[config.mk]
export PLATFORM = sky130hd
export DESIGN_NAME = vending_machine
export DESIGN_NICKNAME = d
export VERILOG_FILES = /design/src/rtl/vending_machine.sv
export SDC_FILE = /design/constraint.sdc
export NUM_CORES = 1
export LEC_CHECK = 0
export CORE_AREA = 2 2 39 41
export DETAILED_ROUTE_END_ITERATION = 6
export DIE_AREA = 0 0 41 43
export PLACE_DENSITY_LB_ADDON = 0.15
export SLEW_MARGIN = 30
export SYNTH_ARGS = -nofsm -noshare
export SYNTH_HDL_FRONTEND = slang
export SYNTH_SLANG_ARGS = --single-unit
[constraint.sdc]
create_clock -name clk -period 1.65 [get_ports clk]
set_clock_uncertainty 0.2 [all_clocks]
set_input_delay 0.165 -clock clk [delete_from_list [all_inputs] [get_ports clk]]
set_output_delay 0.165 -clock clk [all_outputs]
set_load 0.01 [all_outputs]
[src/rtl/vending_machine.sv]
// Newspaper vending controller: accumulates 5/10 coins, vends at PRICE_UNITS steps, flags 5 change on overshoot.
// Outputs registered, 1-cycle latency; no backpressure. Optional SALES_COUNT_EN adds a wrapping vend counter.
module vending_machine #(
  parameter int PRICE_UNITS = 3,
  parameter int CNT_W       = 16
) (
  input  logic             clk,
  input  logic             reset,
  input  logic [1:0]       coin,
  output logic             newspaper,
  output logic             change_5
`ifdef SALES_COUNT_EN
  ,
  output logic [CNT_W-1:0] sales_count
`endif
);

  localparam int CW = $clog2(PRICE_UNITS + 2);
  localparam logic [CW-1:0] PRICE_V  = CW'(PRICE_UNITS);
  localparam logic [CW-1:0] PRICE_V1 = CW'(PRICE_UNITS + 1);

  logic [CW-1:0] r_credit;
  logic          r_newspaper;
  logic          r_change_5;
  logic [CW-1:0] w_add;
  logic [CW-1:0] w_sum;

  always_comb begin
    w_add = '0;
    case (coin)
      2'b01:   w_add = CW'(1);
      2'b10:   w_add = CW'(2);
      default: w_add = '0;
    endcase
    w_sum = r_credit + w_add;
  end

  // Outputs only change on a valid coin, so a vend stays latched through idle/invalid cycles.
  always_ff @(posedge clk or negedge reset) begin
    if (!reset) begin
      r_credit    <= '0;
      r_newspaper <= 1'b0;
      r_change_5  <= 1'b0;
    end else if (w_add != '0) begin
      if (w_sum < PRICE_V) begin
        r_credit    <= w_sum;
        r_newspaper <= 1'b0;
        r_change_5  <= 1'b0;
      end else begin
        r_credit    <= '0;
        r_newspaper <= 1'b1;
        r_change_5  <= (w_sum == PRICE_V1);
      end
    end
  end

  assign newspaper = r_newspaper;
  assign change_5  = r_change_5;

`ifdef SALES_COUNT_EN
  logic [CNT_W-1:0] r_sales_count;

  always_ff @(posedge clk or negedge reset) begin
    if (!reset) begin
      r_sales_count <= '0;
    end else if ((w_add != '0) && (w_sum >= PRICE_V)) begin
      r_sales_count <= r_sales_count + CNT_W'(1);
    end
  end

  assign sales_count = r_sales_count;
`endif

endmodule

==> insert_results.sql, run 1 <==
INSERT INTO impl_metrics (metric_group, metric, value, unit) VALUES
('status', 'outcome', 'finished with violations', ''),
('status', 'violations', 'setup timing', ''),
('setup_path', 'crit_fanout', '4', ''),
('synthesis', 'synthesis.nets', '35', ''),
('finish', 'finalNonFillerCells', '53', ''),
('synthesis', 'synth_cells', '27', ''),
('sta', 'setup_repair_after_global_routing_missed_its_margin', 'yes', ''),
('clocking', 'cts.sinks', '5', ''),
('setup_path', 'cpMaxStageDelayCell', 'fa_2', ''),
('setup_path', 'crit_arrival', '1.69', 'ns'),
('global_routing', 'global_route.usage.total', '8.38', '%'),
('route', 'drt_pre_antenna_iters', '1', ''),
('synthesis', 'netlist.top_cell.by_area', 'dfrtp_1', ''),
('synthesis', 'asyncSetResetFlopFracSynth', '100', '%'),
('route', 'drt-total-wl', '502', 'um'),
('sta', 'timing.final.max_slew_violations', '0', ''),
('synthesis', 'synth.avg_cell_area', '11.3', 'um^2'),
('clocking', 'htreeDepth', '1', ''),
('clocking', 'clk_root_buffer_cell', 'clkbuf_4', ''),
('synthesis', 'synthesis.area', '304', 'um^2'),
('setup_path', 'kind_of_end_point_of_the_critical_path', 'flop', ''),
('finish', 'area.growth.synth_to_final', '39.5', '%'),
('sta', 'report.final.setup_viol', '3', ''),
('synthesis', 'synth_flop_cell', 'dfrtp_1', ''),
('synthesis', 'yosys_register_bits', '5', ''),
('sta', 'max_frequency', '567', 'MHz'),
('synthesis', 'synthDistinctLibCells', '15', ''),
('floorplanning', 'floorplan.rows', '14', ''),
('setup_path', 'critPathMaxStageDelay', '0.46', 'ns'),
('global_routing', 'grt.overflow.total', '0', ''),
('floorplanning', 'core', '0.00138', 'mm^2'),
('placement', 'placed_cells', '48', ''),
('sta', 'slew_headroom', '80.0', '%'),
('synthesis', 'synth.yosys.seq_area_share', '41.2', '%'),
('sta', 'period_minus_slack', '1.76', 'ns'),
('sta', 'max_slew.worst_pin.slew', '0.301', 'ns'),
('setup_path', 'timing_worst_setup_path_type', 'flop to flop', ''),
('floorplanning', 'io_pins', '6', ''),
('worst_hold_path', 'hold_path_class', 'flop to flop', ''),
('flow_run', 'maxCapViolations', '0', ''),
('placement', 'globalplace.congestion', '0.638', ''),
('sta', 'hold_viol_final', '0', ''),
('clocking', 'tritoncts', 'built', ''),
('finish', 'fin_nets', '46', ''),
('floorplanning', 'dieHeight', '43', 'um'),
('synthesis', 'netlist.area_leader.share', '41.2', '%'),
('synthesis', 'synth_edf_count', '0', ''),
('power_and_ir_drop', 'irDropWorstVdd', '0.547', 'mV'),
('route', 'detail_route.vias_per_cell', '3.89', ''),
('clocking', 'clk_latency', '0.24', 'ns'),
('global_routing', 'grt_start_max_net_pins', '10', ''),
('placement', 'hpwl', '389', 'um'),
('setup_path', 'timing.critical_path.from_type', 'flop', ''),
('synthesis', 'synthTopCellsByArea', 'dfrtp_1 41%, ha_1 12%, fa_1 6.6%', ''),
('setup_path', 'critical_path_required', '1.58', 'ns'),
('clocking', 'clock_tree.buffer_depth', '2', ''),
('route', 'detailroute.via_count', '206', ''),
('route', 'detail_route.iter0.violations', '0', ''),
('synthesis', 'yosys_warnings', '0', ''),
('clocking', 'post_cts_buffers', '0', ''),
('finish', 'layout.filler_cells', '140', ''),
('route', 'detail-route-antenna-nets', '0', ''),
('power_and_ir_drop', 'power.density', '1220', 'mW/mm^2'),
('placement', 'place_worst_setup_slack', '-0.615', 'ns'),
('finish', 'antenna_cells', '0', ''),
('setup_path', 'path_cells', 'ha_2, inv_2, fa_2, nor3b_2, a22o_2', ''),
('global_routing', 'first_global_vias', '222', ''),
('route', 'detail_route.drc_violations', '0', ''),
('floorplanning', 'die-width', '41', 'um'),
('sta', 'post_route_clock_period_utilization', '107', '%'),
('finish', 'fraction_of_final_layout_cells_sized_beyond_drive_strength_1', '35.1', '%'),
('floorplanning', 'die_area', '0.00176', 'mm^2'),
('floorplanning', 'initial_utilization', '22.0', '%'),
('global_routing', 'grt_pass1_wl', '883', 'um'),
('route', 'wl_per_cell', '9.47', 'um'),
('global_routing', 'grt_antenna_before_repair', '0', ''),
('synthesis', 'yosys-top-cells-count', '5 x dfrtp_1, 5 x inv_1, 3 x ha_1, 3 x nand2_1', ''),
('placement', 'portBuffers', '5', ''),
('setup_path', 'path_buf_inv', '1', ''),
('clocking', 'clk_pin_slew', '0.04', 'ns'),
('sta', 'postLayoutSetupSlackWorst', '-0.112', 'ns'),
('power_and_ir_drop', 'total_leakage_power', '0.195', 'nW'),
('clocking', 'cts_made_buffers', '3', ''),
('setup_path', 'critical-path-top-delay-family', 'adder cells', '');
-- flip-flops by register name (all words and copies together) (netlist names) --
signal / flops
change_5: 1
newspaper: 1
r_credit: 3
-- kinds of logic (layout without fill, tap and decap cells) --
logic type	after synthesis	after routing	synth area share (%)
flops	5	5	41.2
buf+inv	6	16	7.82
xor+xnor	1	1	5.35
simple gates	7	7	12.8
compound gates	4	4	14.0
fa+ha+maj	4	4	18.9
-- through the flow --
step | instance area (um^2) | util, % | hold slack [ns] | power, mW | TNS, ns
after floorplan | 317 | - | -0.331 | 0.321 | -0.103
after global placement | 389 | 28.1 | 0.208 | 0.379 | -2.20
after detailed placement | 389 | 28.1 | 0.211 | 0.382 | -2.30
after CTS | 424 | 30.7 | 0.279 | 0.533 | -0.296
after global routing | 424 | 30.7 | 0.303 | 0.562 | -0.455
final | 424 | 30.7 | 0.277 | 0.520 | -0.226
-- cell type report --
| type | count | area [um^2] | area share (%) |
|---|---|---|---|
| Clock buffer | 4 | 26.3 | 6.19 |
| Sequential cell | 5 | 125 | 29.5 |
| Multi-Input combinational cell | 16 | 168 | 39.5 |
| Inverter | 5 | 18.8 | 4.42 |
| Timing Repair Buffer | 7 | 66.3 | 15.6 |
| Tap cell | 16 | 20.0 | 4.72 |
-- cells in the final DEF (no fill, tap or decap) --
master           netlist  layout
clkdlybuf4s50_1        0       3
o31a_1                 1       1
dfrtp_1                5       5
dlygate4sd3_1          0       1
ha_2                   0       2
clkbuf_4               0       3
and2_2                 1       1
o41ai_2                1       1
dlygate4sd2_1          0       1
clkdlybuf4s15_1        0       1
buf_4                  0       1
ha_1                   3       1
nor3b_2                0       1
inv_2                  0       1
clkbuf_1               0       1
o31ai_1                1       1
inv_1                  5       4
nand2_1                3       3
nand2b_1               1       1
nor2b_1                1       1
fa_2                   0       1
xnor2_2                1       1
a22o_2                 1       1
-- routing by layer --
layer | track usage (%) | part of all wire, %
met5 | 0 | 0
met4 | 4.00 | 0
met2 | 9.69 | 45
met3 | 9.42 | 8.8
met1 | 9.18 | 46
-- power breakdown --
part	internal [mW]	switching (mW)	total [mW]
logic	0.113	0.0939	0.207
registers	0.155	0.0155	0.171
clock network	0.0915	0.0509	0.142
-- path summary, 6_finish.rpt --
kind                       slack, ns  cells past startpoint                       to                     from
min                             0.28                      2  r_credit[1]$_DFFE_PN0P_  r_credit[1]$_DFFE_PN0P_
min reg2reg                     0.28                      2  r_credit[1]$_DFFE_PN0P_  r_credit[1]$_DFFE_PN0P_
max                            -0.11                      5     change_5$_DFFE_PN0P_  r_credit[0]$_DFFE_PN0P_
min in group asynchronous       0.50                      2  r_credit[0]$_DFFE_PN0P_                    reset
max in group asynchronous       0.55                      2     change_5$_DFFE_PN0P_                    reset
max reg2reg                    -0.11                      5     change_5$_DFFE_PN0P_  r_credit[0]$_DFFE_PN0P_
-- timing repair --
action | CTS | global route
endpoints found under the hold margin | 5 | 0
hold buffers | 1 | 0
pin swaps | 4 | 2
endpoints found under the setup margin | 4 | 4
resized for setup | 3 | 0
-- worst min-delay path, delay by kind of cell (launching register included) --
kind               cells  cell delay (ns)
AOI/OAI and AO/OA      1             0.05
DFF                    1             0.33
and+or+nand+nor        1             0.06
No activity file was read; power rests on OpenSTA's default activity.
==> inputs of run 2 (changes only) <==
- RECOVER_POWER: unset -> 25
- SKIP_LAST_GASP: unset -> 1
==> insert_results.sql, run 2 (synthesis gave the netlist of run 1 again) <==
INSERT INTO impl_metrics (metric_group, metric, value, unit) VALUES
('sta', 'hold_viol_final', '0', ''),
('floorplanning', 'die-width', '41', 'um'),
('clocking', 'htreeDepth', '1', ''),
('setup_path', 'kind_of_end_point_of_the_critical_path', 'flop', ''),
('worst_hold_path', 'whs_endpoint', 'r_credit[1]$_DFFE_PN0P_', ''),
('floorplanning', 'initial_utilization', '22.0', '%'),
('sta', 'report.final.setup_viol', '3', ''),
('power_and_ir_drop', 'total_leakage_power', '0.195', 'nW'),
('sta', 'postLayoutSetupSlackWorst', '-0.112', 'ns'),
('route', 'wl_met3', '44', 'um'),
('finish', 'area.growth.synth_to_final', '39.5', '%'),
('global_routing', 'first_global_vias', '222', ''),
('floorplanning', 'io_pins', '6', ''),
('clocking', 'post_cts_buffers', '0', ''),
('global_routing', 'grt_antenna_before_repair', '0', ''),
('global_routing', 'grt_start_max_net_pins', '10', ''),
('finish', 'largest_register', 'r_credit', ''),
('route', 'detail_route.wirelength.met1', '228', 'um'),
('power_and_ir_drop', 'power.total', '519', 'uW'),
('setup_path', 'reg2regPathDepth', '5', ''),
('route', 'detailroute.via_count', '208', ''),
('worst_hold_path', 'hold_path_class', 'flop to flop', ''),
('floorplanning', 'floorplan.rows', '14', ''),
('setup_path', 'timing.rr.start', 'r_credit[0]$_DFFE_PN0P_', ''),
('route', 'detail-route-antenna-nets', '0', ''),
('setup_path', 'crit_fanout', '4', ''),
('sta', 'slew_headroom', '80.0', '%'),
('clocking', 'clk_latency', '0.24', 'ns'),
('power_and_ir_drop', 'power.density', '1220', 'mW/mm^2'),
('sta', 'setup_repair_after_global_routing_missed_its_margin', 'yes', ''),
('placement', 'placed_cells', '48', ''),
('placement', 'hpwl', '389', 'um'),
('global_routing', 'global_route.usage.total', '8.38', '%'),
('setup_path', 'r2r_end', 'change_5$_DFFE_PN0P_', ''),
('clocking', 'cts_made_buffers', '3', ''),
('setup_path', 'timing.critical_path.from_type', 'flop', ''),
('route', 'wl_per_cell', '9.45', 'um'),
('status', 'violations', 'setup timing', ''),
('sta', 'max_slew.worst_pin.slew', '0.301', 'ns'),
('sta', 'timing.final.max_slew_violations', '0', ''),
('finish', 'finalNonFillerCells', '53', ''),
('route', 'drt-total-wl', '501', 'um'),
('power_and_ir_drop', 'irDropWorstVdd', '0.547', 'mV'),
('clocking', 'clk_root_buffer_cell', 'clkbuf_4', ''),
('clocking', 'cts.sinks', '5', ''),
('route', 'detail_route.drc_violations', '0', ''),
('finish', 'antenna_cells', '0', ''),
('finish', 'fin_nets', '46', ''),
('placement', 'portBuffers', '5', ''),
('floorplanning', 'die_area', '0.00176', 'mm^2'),
('route', 'drt_pre_antenna_iters', '2', ''),
('setup_path', 'crit_arrival', '1.69', 'ns'),
('finish', 'final_cell_mix', '5 x dfrtp_1, 4 x inv_1, 3 x nand2_1, 3 x clkbuf_4', ''),
('placement', 'globalplace.congestion', '0.638', ''),
('sta', 'post_route_clock_period_utilization', '107', '%'),
('sta', 'max_frequency', '567', 'MHz'),
('worst_hold_path', 'hold_depth', '2', ''),
('clocking', 'clk_pin_slew', '0.04', 'ns'),
('worst_hold_path', 'hold_path_startpoint', 'r_credit[1]$_DFFE_PN0P_', ''),
('floorplanning', 'core', '0.00138', 'mm^2'),
('clocking', 'tritoncts', 'built', ''),
('finish', 'final_core_util', '30.7', '%'),
('global_routing', 'grt_pass1_wl', '883', 'um'),
('setup_path', 'setup.reg_to_reg.worst_slack', '-0.11', 'ns'),
('route', 'detail_route.iter0.violations', '2', ''),
('global_routing', 'grt.overflow.total', '0', ''),
('finish', 'fraction_of_final_layout_cells_sized_beyond_drive_strength_1', '35.1', '%'),
('finish', 'largest_register_ffs', '3', ''),
('finish', 'layout_commonest_cell', 'dfrtp_1', ''),
('route', 'route.met2.wl', '229', 'um'),
('status', 'outcome', 'finished with violations', ''),
('route', 'highest-signal-layer', 'met3', ''),
('setup_path', 'critical_path_required', '1.58', 'ns'),
('route', 'detail_route.vias_per_cell', '3.92', ''),
('flow_run', 'maxCapViolations', '0', ''),
('setup_path', 'timing_worst_setup_path_type', 'flop to flop', ''),
('placement', 'place_worst_setup_slack', '-0.615', 'ns'),
('clocking', 'clock_tree.buffer_depth', '2', ''),
('floorplanning', 'dieHeight', '43', 'um'),
('sta', 'period_minus_slack', '1.76', 'ns');
run 2: worst max-delay path by stage:
stage	start	end
6_report	r_credit[0]$_DFFE_PN0P_	change_5$_DFFE_PN0P_
5_1_grt	r_credit[0]$_DFFE_PN0P_	change_5$_DFFE_PN0P_
4_1_cts	r_credit[0]$_DFFE_PN0P_	change_5$_DFFE_PN0P_
3_5_place_dp	coin[1]	change_5$_DFFE_PN0P_
3_3_place_gp	coin[1]	change_5$_DFFE_PN0P_
2_1_floorplan	r_credit[0]$_DFFE_PN0P_	change_5$_DFFE_PN0P_
run 2: per-stage QoR:
stage	cell area, um^2	hold WS [ns]	TNS (ns)
floorplan	317	-0.331	-0.103
global placement	389	0.208	-2.20
detailed placement	389	0.211	-2.30
CTS	424	0.279	-0.296
global route	424	0.303	-0.455
finish	424	0.277	-0.226
run 2: area by class of cell:
type                       count  area [um^2]
timing repair buffer           7         66.3
sequential                     5          125
fill                         140          960
tap                           16         20.0
clock buffer                   4         26.3
inverter                       5         18.8
multi-input combinational     16          168
run 2: repair_timing:
action,4_1_cts,5_1_grt
hold buffers,1,0
resized for setup,3,0
pin swaps,4,2
endpoints found under the setup margin,4,4
endpoints found under the hold margin,5,0
cloned,0,0
run 2: where the power goes:
group | internal, mW | switching (mW)
Clock | 0.0915 | 0.0509
Sequential | 0.155 | 0.0155
Combinational | 0.112 | 0.0938
run 2: worst max-delay path, stage by stage (launching register included):
cell     delay, ns
dfrtp_1       0.38
ha_2          0.18
inv_2         0.05
fa_2          0.46
nor3b_2       0.17
a22o_2        0.21
run 2: routing by layer:
metal,vias up,global-route usage (%)
met5,-,0
met1,95,9.18
li1,106,-
met4,0,4.00
met2,7,9.69
met3,0,9.42
